$ cat config.mk
export PLATFORM = sky130hd
export DESIGN_NAME = apb_rr_master
export DESIGN_NICKNAME = d
export VERILOG_FILES = /design/src/rtl/apb_rr_master.sv
export SDC_FILE = /design/constraint.sdc
export NUM_CORES = 1
export LEC_CHECK = 0
export CAP_MARGIN = 20
export CORE_AREA = 3 3 113 71
export DETAILED_ROUTE_END_ITERATION = 7
export DIE_AREA = 0 0 116 74
export HOLD_SLACK_MARGIN = 0.1
export PLACE_DENSITY_LB_ADDON = 0.05
export SKIP_CTS_REPAIR_TIMING = 1
export SYNTH_ARGS = -nofsm -noshare
export SYNTH_HDL_FRONTEND = slang
export SYNTH_SLANG_ARGS = --single-unit
$ cat constraint.sdc
create_clock -name PCLK -period 2.04 [get_ports PCLK]
set_clock_uncertainty 0.15 [all_clocks]
set_input_delay 0.204 -clock PCLK [delete_from_list [all_inputs] [get_ports PCLK]]
set_output_delay 0.204 -clock PCLK [all_outputs]
set_load 0.03 [all_outputs]
$ cat src/rtl/apb_rr_master.sv
// apb_rr_master
//   Round-robin APB master. It shares one zero-wait-state APB slave between
//   NUM_REQ local requesters. Each accepted command runs through the APB
//   SETUP and ACCESS phases. The result is returned to the winning requester
//   as a one-cycle response pulse.
//
//   state  | meaning
//   -------+-------------------------------------------------------------
//   IDLE   | waiting for req_valid; grants the round-robin winner
//   SETUP  | PSEL=1, PENABLE=0 with the latched command on PADDR/PWDATA
//   ACCESS | PSEL=1, PENABLE=1; the slave acts/registers PRDATA on this edge
//   DONE   | rsp_valid pulse with rsp_id and rsp_rdata
//
// Ports
//   PCLK, PRESET             clock, synchronous active-high reset
//   req_valid/write          per-requester command valid and direction
//   req_addr/req_wdata       packed per-requester address / write data
//   req_ready                one-hot accept pulse (IDLE only)
//   rsp_valid/id/rdata       completion pulse, requester index, read data
//   busy                     high whenever the FSM is not in IDLE
//   PSEL..PWDATA, PRDATA     APB master interface
module apb_rr_master #(
    parameter int NUM_REQ = 2,
    parameter int AW      = 8,
    parameter int DW      = 32
) (
    input  logic                  PCLK,
    input  logic                  PRESET,
    input  logic [NUM_REQ-1:0]    req_valid,
    input  logic [NUM_REQ-1:0]    req_write,
    input  logic [NUM_REQ*AW-1:0] req_addr,
    input  logic [NUM_REQ*DW-1:0] req_wdata,
    output logic [NUM_REQ-1:0]    req_ready,
    output logic                  rsp_valid,
    output logic [$clog2(NUM_REQ)-1:0] rsp_id,
    output logic [DW-1:0]         rsp_rdata,
    output logic                  busy,
    output logic                  PSEL,
    output logic                  PENABLE,
    output logic                  PWRITE,
    output logic [AW-1:0]         PADDR,
    output logic [DW-1:0]         PWDATA,
    input  logic [DW-1:0]         PRDATA
);

    localparam int IDW = $clog2(NUM_REQ);

    typedef enum logic [1:0] {
        S_IDLE   = 2'd0,
        S_SETUP  = 2'd1,
        S_ACCESS = 2'd2,
        S_DONE   = 2'd3
    } state_t;

    state_t          r_state;
    state_t          w_state_nxt;
    logic [IDW-1:0]  r_rr_ptr;
    logic [IDW-1:0]  r_cmd_id;
    logic            r_pwrite;
    logic [AW-1:0]   r_paddr;
    logic [DW-1:0]   r_pwdata;

    logic [IDW-1:0]  w_winner;
    logic [IDW-1:0]  w_ptr_nxt;
    logic            w_found;
    logic            w_accept;
    int              w_idx;

    // Scan from rr_ptr upward, wrapping at NUM_REQ (not at 2**IDW, so
    // non-power-of-two requester counts rotate correctly).
    always_comb begin
        w_found  = 1'b0;
        w_winner = '0;
        w_idx    = 0;
        for (int k = 0; k < NUM_REQ; k++) begin
            w_idx = int'(r_rr_ptr) + k;
            if (w_idx >= NUM_REQ) begin
                w_idx = w_idx - NUM_REQ;
            end
            if (!w_found && req_valid[w_idx]) begin
                w_found  = 1'b1;
                w_winner = IDW'(w_idx);
            end
        end
    end

    assign w_ptr_nxt = (w_winner == IDW'(NUM_REQ - 1)) ? '0 : w_winner + IDW'(1);
    assign w_accept  = (r_state == S_IDLE) && w_found && !PRESET;
    assign req_ready = w_accept ? (NUM_REQ'(1) << w_winner) : '0;

    always_comb begin
        w_state_nxt = r_state;
        case (r_state)
            S_IDLE:   if (w_found) w_state_nxt = S_SETUP;
            S_SETUP:  w_state_nxt = S_ACCESS;
            S_ACCESS: w_state_nxt = S_DONE;
            S_DONE:   w_state_nxt = S_IDLE;
            default:  w_state_nxt = S_IDLE;
        endcase
    end

    always_ff @(posedge PCLK) begin
        if (PRESET) begin
            r_state  <= S_IDLE;
            r_rr_ptr <= '0;
            r_cmd_id <= '0;
            r_pwrite <= 1'b0;
            r_paddr  <= '0;
            r_pwdata <= '0;
        end else begin
            r_state <= w_state_nxt;
            // Command registers hold their value between transfers.
            if (w_accept) begin
                r_rr_ptr <= w_ptr_nxt;
                r_cmd_id <= w_winner;
                r_pwrite <= req_write[w_winner];
                r_paddr  <= req_addr[int'(w_winner)*AW +: AW];
                r_pwdata <= req_wdata[int'(w_winner)*DW +: DW];
            end
        end
    end

    assign PSEL      = (r_state == S_SETUP) || (r_state == S_ACCESS);
    assign PENABLE   = (r_state == S_ACCESS);
    assign busy      = (r_state != S_IDLE);
    assign PWRITE    = r_pwrite;
    assign PADDR     = r_paddr;
    assign PWDATA    = r_pwdata;

    // The slave registered PRDATA on the ACCESS edge, so it is valid in DONE.
    assign rsp_valid = (r_state == S_DONE);
    assign rsp_id    = rsp_valid ? r_cmd_id : '0;
    assign rsp_rdata = (rsp_valid && !r_pwrite) ? PRDATA : '0;

endmodule

## Yosys cells after proc, flatten, opt, wreduce, memory -nomap -nowiden

Index checks and enable logic that the tools add are counted.

- Add/subtract/negate cells: 4
- $lt $le $gt $ge: 5
- Equality and inequality tests: 4
- Shift operators: 3
- Multiplexer cells: 20
- Reduce and logical (&&, ||, !) cells: 10

Operators by type and width:

| kind | number |
|---|---|
| $mux W32 | 3 |
| $lt A32 B3 Y1 const B | 2 |
| $shiftx A64 B7 Y32 | 1 |
| $shiftx A16 B5 Y8 | 1 |
| $mux W1 | 14 |
| $pmux W2 S4 | 1 |
| $eq A2 B2 Y1 const B | 2 |
| $logic_and A1 B1 Y1 | 4 |
| $mux W2 | 2 |
| $logic_not A1 Y1 | 3 |
| $sub A1 B2 Y3 const B | 1 |
| $sub A2 B2 Y3 const B | 1 |
| $add A1 B1 Y2 const B | 1 |
| $eq A2 B1 Y1 const B | 1 |
| $ge A1 B2 Y1 const B | 1 |
| $ge A2 B2 Y1 const B | 1 |
| $logic_not A2 Y1 | 1 |
| $lt A1 B2 Y1 const B | 1 |
| $ne A2 B2 Y1 const B | 1 |
| $reduce_bool A2 Y1 | 1 |
| $shl A1 B1 Y2 const A | 1 |
| $add A1 B1 Y1 const B | 1 |
| $logic_or A1 B1 Y1 | 1 |

- Bits in registers: 45
- Bits of input ports: 118
- Output and inout bits: 80
- Word-level logic and storage cells: 52

## Logic depth before layout (Yosys ltp)

Gate-level depths: netlist of run 1.

- Depth after elaboration: 12
- Gate-level depth with buffers: 6
- Gate-level depth less buffers: 5

## Worst setup path after synthesis of run 1

Ideal clock, no wire load.

- Path kind: reg2out
- Start: reg r_state[0]
- End: out req_ready[0]
- Data arrival time: 1.635 ns
- Required time: 1.686 ns
- Slack: 0.051 ns
- Cell stages (with the launch flop): 6
- Path buffers: 1
- Path through: dfxtp_1 -> inv_1 -> ha_1 -> nand2_1 -> buf_2 -> nor3_1

- Longest elaborated chain between the ends: 4

Ends and longest elaborated chain:

| item | line | text |
|---|---|---|
| start, declared | 55 | `state_t r_state;` |
| start signal, assigned | 111 | `r_state <= w_state_nxt;` |
| $logic_not A2 Y1 | 88 | `assign w_accept = (r_state == S_IDLE) && w_found && !PRESET;` |
| $logic_and A1 B1 Y1 (2 in a row) | 88 |  |
| $mux W2 | 89 | `assign req_ready = w_accept ? (NUM_REQ'(1) << w_winner) : '0;` |
| end, declared | 33 | `output logic [NUM_REQ-1:0] req_ready,` |

Every way passes these cells.

## Worst setup path after layout of run 1

- Start: reg r_state[1]
- End: out req_ready[0]

Same word-level chain as after synthesis.

==> out/qor.txt, run 1 <==
status: completed
Worst Hold Class: reg -> reg
met2 wire length: 4.249 mm
Slew headroom: 61.73%
Peak supply drop: 0.4220 mV
IO buf count: 197
die area: 0.008584 sq mm
num rows: 24
Crit. End Element: output pin
RR Startpoint: r_state[0]$_SDFFE_PP0P_
Top delay family on crit path: buffers and inverters
vias post-DR: 2576
top-level port count: 198
RSZ-0062 raised after global routing: no
first-pass GRT wire length: 13.00 mm
Internal: 2.790 mW
commonest cells after routing, fill and taps aside: clkdlybuf4s50_1 (159), dfxtp_1 (44), nor4b_1 (41), a221o_1 (41), buf_4 (41)
Num Clock Sinks: 45
DP Area: 0.004218 sq mm
P_sw: 1.920 mW
clock root cell: clkbuf_16
final setup violation count: 0
Final period util: 94.42%
CTS tree: yes
GR Overflow Total: 0
fin worst setup slack: 0.1139 ns
Area contributors post-synth: dfxtp_1 (40%), a221o_1 (18%), nor4b_1 (16%), and2_1 (9.2%), buf_6 (4.5%)
post-layout min period: 1.926 ns
syn_nets: 334
top cell type's share of synthesized area: 40.09%
core region area: 0.007147 sq mm
Cells after Synth: 212
DRC violations left: 0
vias per cell: 5.152
Hold Path End: r_cmd_id$_SDFFE_PP0P_
clock power share: 17.1%
router iterations before antenna repair: 4
CP bufs+invs: 4
WL met3: 1.028 mm
total track usage: 19.19%
combinational power share: 55.3%
Post-Route WL: 9.103 mm
origin of the worst setup path: r_state[1]$_SDFFE_PP0P_
Switching Share: 40.77%
CTS clock-pin slew for the worst setup and hold paths: 0.07 ns
R2R Setup Slk: 0.25 ns
Initial Util: 31.44%
vias in the first global route: 2451
fraction of layout cells with a size suffix above 1: 16.63%
final hold vios: 0
cell area power density: 1055 mW/mm^2
Synth area leader: dfxtp_1
Seq pwr share: 27.6%
Seq cells post-synth: 45
Place WS: -0.09530 ns
crit path max fanout: 21
initial antenna violation count: 0
Critical Path AT: 1.57 ns
Post-DRT Antenna Nets: 0
wire per inst: 18.21 um
R2R cell count: 8
Skew-Pair Late Insertion Delay: 0.27 ns
critical path cell sequence: inv_1 > ha_4 > buf_6 > nand2_1 > buf_12 > nor3_1 > buf_4
max incr delay on CP: 0.33 ns
chip height: 74 um
Hold Startpoint: r_cmd_id$_SDFFE_PP0P_
H-tree Lvls: 2
final instance area: 0.004463 sq mm
synth warn: 0
P_leak: 1.772 nW
commonest non-fill, non-tap cell in the layout: clkdlybuf4s50_1
Inserted Clock Buffers: 5
GPL Wtd Cong: 0.7603
Avg Cell Area, Syn: 10.60 sq um
Top Metal Used: met4
Max-cap violations: 0
post-synthesis sequential area ratio: 40.09%
CP required: 1.69 ns
Worst Max-Slew Pin Slew: 0.5727 ns
chip width: 116 um
Max Fclk: 0.5192 GHz
largest net degree at the start of global routing: 47
Post-DP HPWL: 6.613 mm
Max Slew Vio Count: 0
Layout Nets: 530
Synth cell types: 24
drt first-iter violations: 256
Crit Path Category: reg -> out
n_diodes: 0
RR Endpoint: PWDATA[23]$_SDFFE_PP0P_
synthesized cell area: 0.002247 sq mm
CP startpoint kind: flop
Syn-to-layout area delta: 98.61%
worst hold stages: 2
Max clock buf depth: 2
CP max stage cell: dfxtp_2
WL met1: 3.673 mm
layer usage:
layer	vias up	GRT usage (%)
li1	1228	-
met1	1210	24.56
met2	128	30.34
met3	10	8.211
met4	0	4.505
met5	-	0
tightest hold or removal path, delay by kind of cell, from the launching register on:
kind / cells / cell delay (ns)
compound gates: 1 / 0.05
flops: 1 / 0.33
simple gates: 1 / 0.06
state kept, by name, summed over array words and instances, names as in the netlist:
signal	flops
PADDR	8
r_cmd_id	1
PWRITE	1
PWDATA	32
r_state	2
r_rr_ptr	1
Yosys cell counts (all sizes together):
cell type	count
dfxtp	45
a221o	41
nor4b	41
and2	34
buf	22
ha	4
nor2	4
clkbuf	3
inv	3
nand2	3
a21oi	2
nor3	2
a211oi	1
a311oi	1
and2b	1
mux2i	1
nor2b	1
o21a	1
or2	1
or3b	1
stage by stage:
stage	TNS (ns)	std cells	utilization [%]	total power [mW]	hold slack, ns
after floorplan	0	212	-	2.735	0.1692
after global placement	-1.854	486	59.02	3.819	0.3130
after detailed placement	-2.833	486	59.02	3.833	0.3139
after CTS	-0.3975	494	61.06	4.652	0.3249
after global routing	0	500	62.45	4.970	0.3577
final	0	500	62.45	4.710	0.3329
worst max path at each step:
stage / to / slack [ns] / depth (start not counted)
finish: req_ready[0] / 0.11 / 7
detailed placement: PWDATA[14]$_SDFFE_PP0P_ / -0.1 / 4
floorplan: req_ready[0] / 0.05 / 5
global placement: PWDATA[8]$_SDFFE_PP0P_ / -0.05 / 4
CTS: busy / -0.15 / 5
global route: req_ready[0] / 0.02 / 7
layout make-up:
cell class	count	area, sq um
clock buffer	5	125.1
timing repair buffer	213	2101
multi-input combinational	140	1189
sequential	45	902.1
inverter	3	11.26
clock inverter	3	21.27
tap	91	113.9
fill	599	2684
power groups by stage:
stage	Combinational [mW]	Sequential [mW]	Clock, mW
3_5_place_dp	2.53	1.30	0
6_report	2.61	1.30	0.805
5_1_grt	2.78	1.33	0.864
4_1_cts	2.53	1.29	0.825
3_3_place_gp	2.51	1.31	0
2_1_floorplan	1.01	1.72	0
cells by family after synthesis:
family                     synth area share, %
and+or+nand+nor                          29.07
DFF                                      40.09
buffers and inverters                    8.408
adders and majority gates                2.227
muxes                                   0.4455
AOI/OAI and AO/OA                        19.77
Power figures use the tool's default switching activity.
==> inputs of run 2 (changes only) <==
--- a/config.mk
+++ b/config.mk
@@ -6,9 +6,10 @@
 export NUM_CORES = 1
 export LEC_CHECK = 0
 export CAP_MARGIN = 20
-export CORE_AREA = 3 3 113 71
+export CORE_AREA = 3 3 76 78
 export DETAILED_ROUTE_END_ITERATION = 7
-export DIE_AREA = 0 0 116 74
+export DIE_AREA = 0 0 79 81
+export DONT_BUFFER_PORTS = 1
 export HOLD_SLACK_MARGIN = 0.1
 export PLACE_DENSITY_LB_ADDON = 0.05
 export SKIP_CTS_REPAIR_TIMING = 1
==> run 2 against run 1 <==
Against the previous run:
- largest cell class is now multi-input combinational cells
- design area down 31%
- sequential cell count unchanged
- fmax down 0.14%
- clock-buffer cell count up 1
- clock power down 35%
- highest routed layer unchanged
- first-iteration DRC count down 55%
==> out/qor.txt, run 2 (same netlist as run 1, synthesis figures left out) <==
status: completed
Crit Path Category: reg -> out
CP startpoint kind: flop
Hold Startpoint: PRESET
num rows: 26
final instance area: 0.003064 sq mm
Max-cap violations: 0
R2R Setup Slk: 0.22 ns
combinational power share: 37.9%
CP required: 1.69 ns
vias post-DR: 2184
commonest non-fill, non-tap cell in the layout: dlygate4sd3_1
Post-Route WL: 8.123 mm
vias in the first global route: 1853
P_leak: 1.217 nW
Critical Path AT: 1.57 ns
vias per cell: 6.205
placed cell count: 298
Inserted Clock Buffers: 5
fraction of layout cells with a size suffix above 1: 20.64%
die area: 0.006399 sq mm
WHS: 0.09995 ns
chip width: 79 um
Worst Max-Slew Pin Slew: 0.5650 ns
P_sw: 1.744 mW
RSZ-0062 raised after global routing: no
GR Overflow Total: 0
Internal: 1.965 mW
drt first-iter violations: 116
H-tree Lvls: 2
final setup violation count: 0
wire per inst: 23.08 um
core region area: 0.005140 sq mm
final hold vios: 0
register area: 903.4 sq um
initial antenna violation count: 0
CTS tree: yes
Hold Path End: PWRITE$_SDFFE_PP0P_
commonest cells after routing, fill and taps aside: dlygate4sd3_1 (44), dfxtp_1 (43), nor4b_1 (41), a221o_1 (41), buf_4 (37)
Power, Total: 3.709 mW
fin worst setup slack: 0.1113 ns
DP Area: 0.002480 sq mm
clock power share: 14.1%
DRC violations left: 0
clock root cell: clkbuf_8
Syn-to-layout area delta: 36.36%
GPL Wtd Cong: 0.7245
# fillers: 458
largest net degree at the start of global routing: 49
Post-DP HPWL: 5.578 mm
Skew-Pair Late Insertion Delay: 0.28 ns
first-pass GRT wire length: 10.29 mm
Max Slew Vio Count: 0
chip height: 81 um
Peak supply drop: 0.8865 mV
Switching Share: 47.02%
area of the multi-input gates: 0.001172 sq mm
Initial Util: 43.72%
R2R cell count: 6
Place WS: -0.08180 ns
Max Fclk: 0.5185 GHz
RR Endpoint: PWDATA[1]$_SDFFE_PP0P_
post-layout min period: 1.929 ns
Worst Hold Class: in -> reg
Final period util: 94.55%
Seq pwr share: 48.0%
Max clock buf depth: 2
Slew headroom: 62.24%
Num Clock Sinks: 45
crit path max fanout: 21
top-level port count: 198
total track usage: 20.68%
cell area power density: 1210 mW/mm^2
IO buf count: 0
Layout Nets: 402
Post-DRT Antenna Nets: 0
max reg flops: 32
RR Startpoint: r_state[1]$_SDFFE_PP0P_
CTS clock-pin slew for the worst setup and hold paths: 0.08 ns
worst hold stages: 2
Post-Layout Cell Count: 352
router iterations before antenna repair: 4
Crit. End Element: output pin
-- run 2: metrics by stage --
stage	util, %	TNS (ns)
after floorplan	-	0
after global placement	48.25	0
after detailed placement	48.25	-1.533
after CTS	49.85	-1.745
after global routing	59.57	0
final	59.62	0
-- run 2: power groups by stage --
stage	Sequential, mW	Combinational [mW]	Clock (mW)
detailed placement	1.79	1.26	0
global placement	1.79	1.21	0
floorplan	1.72	1.01	0
global route	1.81	1.50	0.585
finish	1.78	1.41	0.522
CTS	1.78	1.27	0.545
-- run 2: area by class of cell --
class                   count  share of cell area (%)
repair buffers             86                   26.26
well taps                  70                   2.858
clock buffers               6                   2.368
inverters                   3                  0.3675
diodes                      1                 0.08167
multi-input cells         139                   38.26
clock inverters             2                  0.3267
flip-flops and latches     45                   29.48
-- run 2: worst max-delay path by stage --
stage,startpoint,endpoint,depth (start not counted)
2_1_floorplan,r_state[0]$_SDFFE_PP0P_,req_ready[0],5
3_3_place_gp,r_state[0]$_SDFFE_PP0P_,PWDATA[1]$_SDFFE_PP0P_,6
3_5_place_dp,r_state[1]$_SDFFE_PP0P_,PWDATA[7]$_SDFFE_PP0P_,6
4_1_cts,r_state[1]$_SDFFE_PP0P_,PWDATA[2]$_SDFFE_PP0P_,6
5_1_grt,r_state[0]$_SDFFE_PP0P_,req_ready[1],6
6_report,r_state[0]$_SDFFE_PP0P_,req_ready[1],6
-- run 2: critical path, cell delays in order (launching register included) --
cell     delay, ns
dfxtp_2       0.33
inv_1         0.10
ha_1          0.18
buf_4         0.15
nand2_2       0.08
nor3_4        0.21
buf_8         0.23
-- run 2: metal layers --
| metal | track usage (%) | vias to the layer above | part of all wire (%) |
|---|---|---|---|
| met1 | 21.86 | 1073 | 36 |
| met5 | 0 | - | 0 |
| met4 | 7.216 | 0 | 1.4 |
| li1 | - | 971 | - |
| met2 | 36.11 | 126 | 53 |
| met3 | 9.867 | 14 | 9.6 |
==> RTL edit 1: new RTL, settings of run 2 <==
The parameter `AW` goes from 8 to 9.
--- a/src/rtl/apb_rr_master.sv
+++ b/src/rtl/apb_rr_master.sv
@@ -22,5 +22,5 @@
 module apb_rr_master #(
     parameter int NUM_REQ = 2,
-    parameter int AW      = 8,
+    parameter int AW      = 9,
     parameter int DW      = 32
 ) (
Interface: changed (resized PADDR and req_addr); port bits go from 198 to 201. The function was not compared with the original's and may differ.
==> RTL edit 1 against run 2 <==
- die area unchanged
- routed wire length increased by 14%
- sequential cell count increased by 1
- synthesized cell count increased by 1.4%
- largest power group unchanged
- synthesized area increased by 1.2%
- cell area increased by 5.4%
- setup slack got worse by 39 ps
- clock power increased by 9.8%
- power increased by 7.1%
- critical endpoint is now rsp_rdata[17]
- register-to-register slack got worse by 30 ps
==> RTL edit 1: results (changes against run 2) <==
Status - completed
Leakage - 0.00129 µW (+5.8%)
Worst Path Arrival - 1610 ps (+40 ps)
Syn nets - 339 (+1.5%)
Gr usage total - 22.1% (+1.5 points)
Top cells by count, synth - 46 x dfxtp_1, 42 x a221o_1, 42 x nor4b_1
First-pass GRT wire length - 10900 µm (+5.4%)
Placed instance count - 304 (+2.0%)
Area post-placement - 2540 µm² (+2.5%)
Wire length on met3 - 953 µm (+22%)
Fillers - 434 (-5.2%)
Worst Setup EP - rsp_rdata[17]
FF-to-FF path depth - 5 (-1)
Clock power frac - 14.4% (+0.3 points)
Reg-to-reg endpoint - r_rr_ptr$_SDFFE_PP0P_
Root buffer cell - clkbuf_8
Fin worst setup slack - 72.7 ps (-38.6 ps)
Share of post-route cells with drive strength above 1 - 21.6% (+0.93 points)
Clock tree buffer depth - 2 (unchanged)
Pre-CTS WS - -21.6 ps (+60.2 ps)
Maximum vdd drop - 876 µV (-1.2%)
Detailed placement HPWL - 5880 µm (+5.4%)
Global-route met3 utilization - 8.87% (-1.0 points)
Cells taking the most area after synthesis - dfxtp_1 40%, a221o_1 18%, nor4b_1 16%
Slew @ Worst Pin - 589 ps (+23.7 ps)
Most common cell in the netlist - dfxtp_1
Power, Total - 3970 µW (+7.1%)
Mux share of post-synthesis cell area - 0.440% (-0.0054 points)
Final RePlAce weighted congestion - 0.863 (+19%)
Met1 usage - 25.4% (+3.5 points)
Routed length on met2 - 4780 µm (+12%)
Initial antenna violation count - 1 (+1)
Mean Syn Cell Area - 10.6 µm² (-0.19%)
Nets - 415 (+3.2%)
Setup slack, reg-to-reg - 190 ps (-30 ps)
M1 wire length - 3420 µm (+16%)
Drt wl/cell - 25.5 µm (+10%)
Vias in the first global route - 1856 (+0.16%)
Design Area, Final - 3230 µm² (+5.4%)
Critical R2R Launch - r_state[0]$_SDFFE_PP0P_
Area share of fa/ha/maj cells after synthesis - 2.20% (-0.027 points)
DRT iter0 DRCs - 140 (+21%)
Crit path max-delay cell type - dfxtp_1
Total number of vias - 2309 (+5.7%)
Sequential fraction of the synthesis area - 40.5% (+0.39 points)
Largest net degree at the start of global routing - 50 (+2.0%)
Critical path origin - r_state[1]$_SDFFE_PP0P_
Int Power - 2120 µW (+7.7%)
Met2 Resource Use GR - 38.1% (+2.0 points)
[RTL edit 1: how the worst min path moves through the flow]
stage,startpoint,end,slack [ps],cells after the start
floorplan,req_valid[1],r_rr_ptr$_SDFFE_PP0P_,170,1
CTS,PRESET,r_state[0]$_SDFFE_PP0P_,-180,1
finish,PRESET,PWDATA[29]$_SDFFE_PP0P_,90,2
global route,PRESET,PWDATA[23]$_SDFFE_PP0P_,100,2
detailed placement,PRESET,r_state[0]$_SDFFE_PP0P_,140,1
global placement,PRESET,r_cmd_id$_SDFFE_PP0P_,130,1
[RTL edit 1: layout make-up]
type | count | area share, %
antenna | 2 | 0.155
clock buffer | 6 | 2.56
clock inverter | 2 | 0.387
inverter | 3 | 0.349
multi-input combinational | 141 | 37.3
sequential | 46 | 28.5
tap | 70 | 2.71
timing repair buffer | 94 | 28.0
[RTL edit 1: worst register-to-register path, delay by kind of cell, from the launching register on]
family,cells,cell delay [ps]
compound gates,1,290
fa+ha+maj,1,200
buf+inv,3,820
flops,1,330
==> RTL edit 2: new RTL, flow settings as in run 2 <==
Made on the original files. Re-encode `state_t` (4 states) as one-hot, 4 bits wide.
--- a/src/rtl/apb_rr_master.sv
+++ b/src/rtl/apb_rr_master.sv
@@ -46,9 +46,9 @@
     localparam int IDW = $clog2(NUM_REQ);
 
-    typedef enum logic [1:0] {
-        S_IDLE   = 2'd0,
-        S_SETUP  = 2'd1,
-        S_ACCESS = 2'd2,
-        S_DONE   = 2'd3
+    typedef enum logic [3:0] {
+        S_IDLE   = 4'b0001,
+        S_SETUP  = 4'b0010,
+        S_ACCESS = 4'b0100,
+        S_DONE   = 4'b1000
     } state_t;
 
Check against the original RTL: same outputs for any inputs over 10 cycles, from zero or initial values and one cycle with PRESET high; not proved beyond that.
==> RTL edit 2 against run 2 <==
- sequential share of layout area shrank 1.1 points
- non-clock buffer count shrank 15
- power shrank 24%
- synthesized area grew 8.4%
- highest routed layer unchanged
- cell area grew 8.9%
- setup slack lost 65 ps
- global-route usage grew 0.35 points
- sequential power shrank 22%
- register-to-register slack lost 170 ps
- first-iteration DRC count grew 42%
- sequential cell count grew 2
- routed wire length grew 3.7%
==> RTL edit 2: results (changes against run 2) <==
Placed instance count - 312 (+4.7%)
Avg Vias per Cell - 6.46 (+4.1%)
Compound-Gate Fraction of Synth Area - 36.8% (+17 points)
Clock tree buffer depth - 2 (unchanged)
Detailed placement HPWL - 5600 µm (+0.33%)
Maximum vdd drop - 516 µV (-42%)
Mux share of post-synthesis cell area - 0% (-0.45 points)
Post-synthesis cell type count - 27 (+13%)
Final wirelength - 8420 µm (+3.7%)
Clock-pin slew on the worst setup and hold paths - 90 ps
Hold Crit Class - in -> reg
First drt pass iteration count - 6 (+2)
Status - completed
DRT iter0 DRCs - 165 (+42%)
Worst Path Arrival - 1640 ps (+70 ps)
Cells taking the most area after synthesis - dfxtp_1 39%, o32ai_1 15%, a221oi_2 12%
Synth Instances - 260 (+23%)
Area post-placement - 2570 µm² (+3.8%)
Gr usage total - 21.0% (+0.35 points)
Leakage - 0.00128 µW (+5.2%)
Root buffer cell - clkbuf_8
Drt wl/cell - 22.4 µm (-2.9%)
First-pass GRT wire length - 10500 µm (+1.8%)
Pre-CTS WS - -5.49 ps (+76.3 ps)
Share of post-route cells with drive strength above 1 - 31.0% (+10 points)
Top cells by count, synth - 47 x dfxtp_1, 42 x inv_1, 41 x o32ai_1
Crit path time final - 1990 ps (+65.3 ps)
Final RePlAce weighted congestion - 0.656 (-9.5%)
Fillers - 421 (-8.1%)
Number of I/O port buffers - 0 (unchanged)
Yosys warns - 0 (unchanged)
Max stage delay on crit path - 370 ps (+40 ps)
Area share of fa/ha/maj cells after synthesis - 0% (-2.2 points)
Sequential fraction of the synthesis area - 38.6% (-1.4 points)
Crit path max-delay cell type - dfxtp_4
CTS HTree Levels - 2 (unchanged)
Worst skew pair latency - 300 ps (+20 ps)
Syn nets - 378 (+13%)
CP top delay family - simple AND/OR/NAND/NOR gates
Largest register FFs - 32 (unchanged)
Vias in the first global route - 2016 (+8.8%)
Ant. Diodes - 0 (-1)
P&R area growth vs syn - 37.1%
Setup slack, reg-to-reg - 50 ps (-170 ps)
Async SR Flop Fraction - 0% (unchanged)
Nets - 424 (+5.5%)
Largest net degree at the start of global routing - 49 (unchanged)
Num CTS Buffers - 5 (unchanged)
Post-Synth XOR/XNOR Area - 0% (unchanged)
Fin Hold WS - 83.1 ps (-16.8 ps)
Initial antenna violation count - 0 (unchanged)
Slew @ Worst Pin - 419 ps (-146 ps)
Worst-path fanout max - 5 (-76%)
-- RTL edit 2: cell types whose count changed after synthesis, moves of 32 or more --
cell / change
nor4b_1: -40
and2_1: -32
o32ai_1: +41
and3_1: +32
inv_1: +39
a221o_1: -41
-- RTL edit 2: logic make-up after synthesis --
| group | Yosys count |
|---|---|
| compound gates | 89 |
| buf+inv | 77 |
| simple gates | 47 |
| flops | 47 |
-- RTL edit 2: per-layer routing --
layer	part of all wire [%]	global-route usage [%]
met5	0	0
met1	35	21.9
met2	54	40.7
met4	1.5	5.84
met3	9.6	6.32
-- RTL edit 2: final cells by class --
class,count,area share [%]
Timing Repair inverter,1,0.225
Inverter,44,5.06
Multi-Input combinational cell,136,38.4
Timing Repair Buffer,71,22.1
Clock inverter,2,1.12
Tap cell,70,2.62
Clock buffer,5,2.06
Sequential cell,47,28.4
-- RTL edit 2: final timing paths --
check	cells past startpoint	startpoint	endpoint
worst max-delay path	4	r_state[2]$_SDFFE_PP0P_	req_ready[1]
worst max register to register	4	r_rr_ptr$_SDFFE_PP0P_	PWDATA[31]$_SDFFE_PP0P_
worst min-delay path	2	req_wdata[39]	PWDATA[7]$_SDFFE_PP0P_
worst min register to register	1	r_state[0]$_SDFFE_PP1P_	r_state[2]$_SDFFE_PP0P_
-- RTL edit 2: report_power, final --
part / internal [µW] / switching [µW] / total [µW]
Clock: 358 / 311 / 669
Sequential: 1050 / 343 / 1390
Combinational: 341 / 398 / 739
Total: 1750 / 1050 / 2800
-- RTL edit 2: worst register-to-register path, cell delays in order (launching register included) --
cell and delay (ps):
dfxtp_1 410, a21bo_2 380, o32ai_1 160, dlygate4sd3_1 600, a221oi_2 220
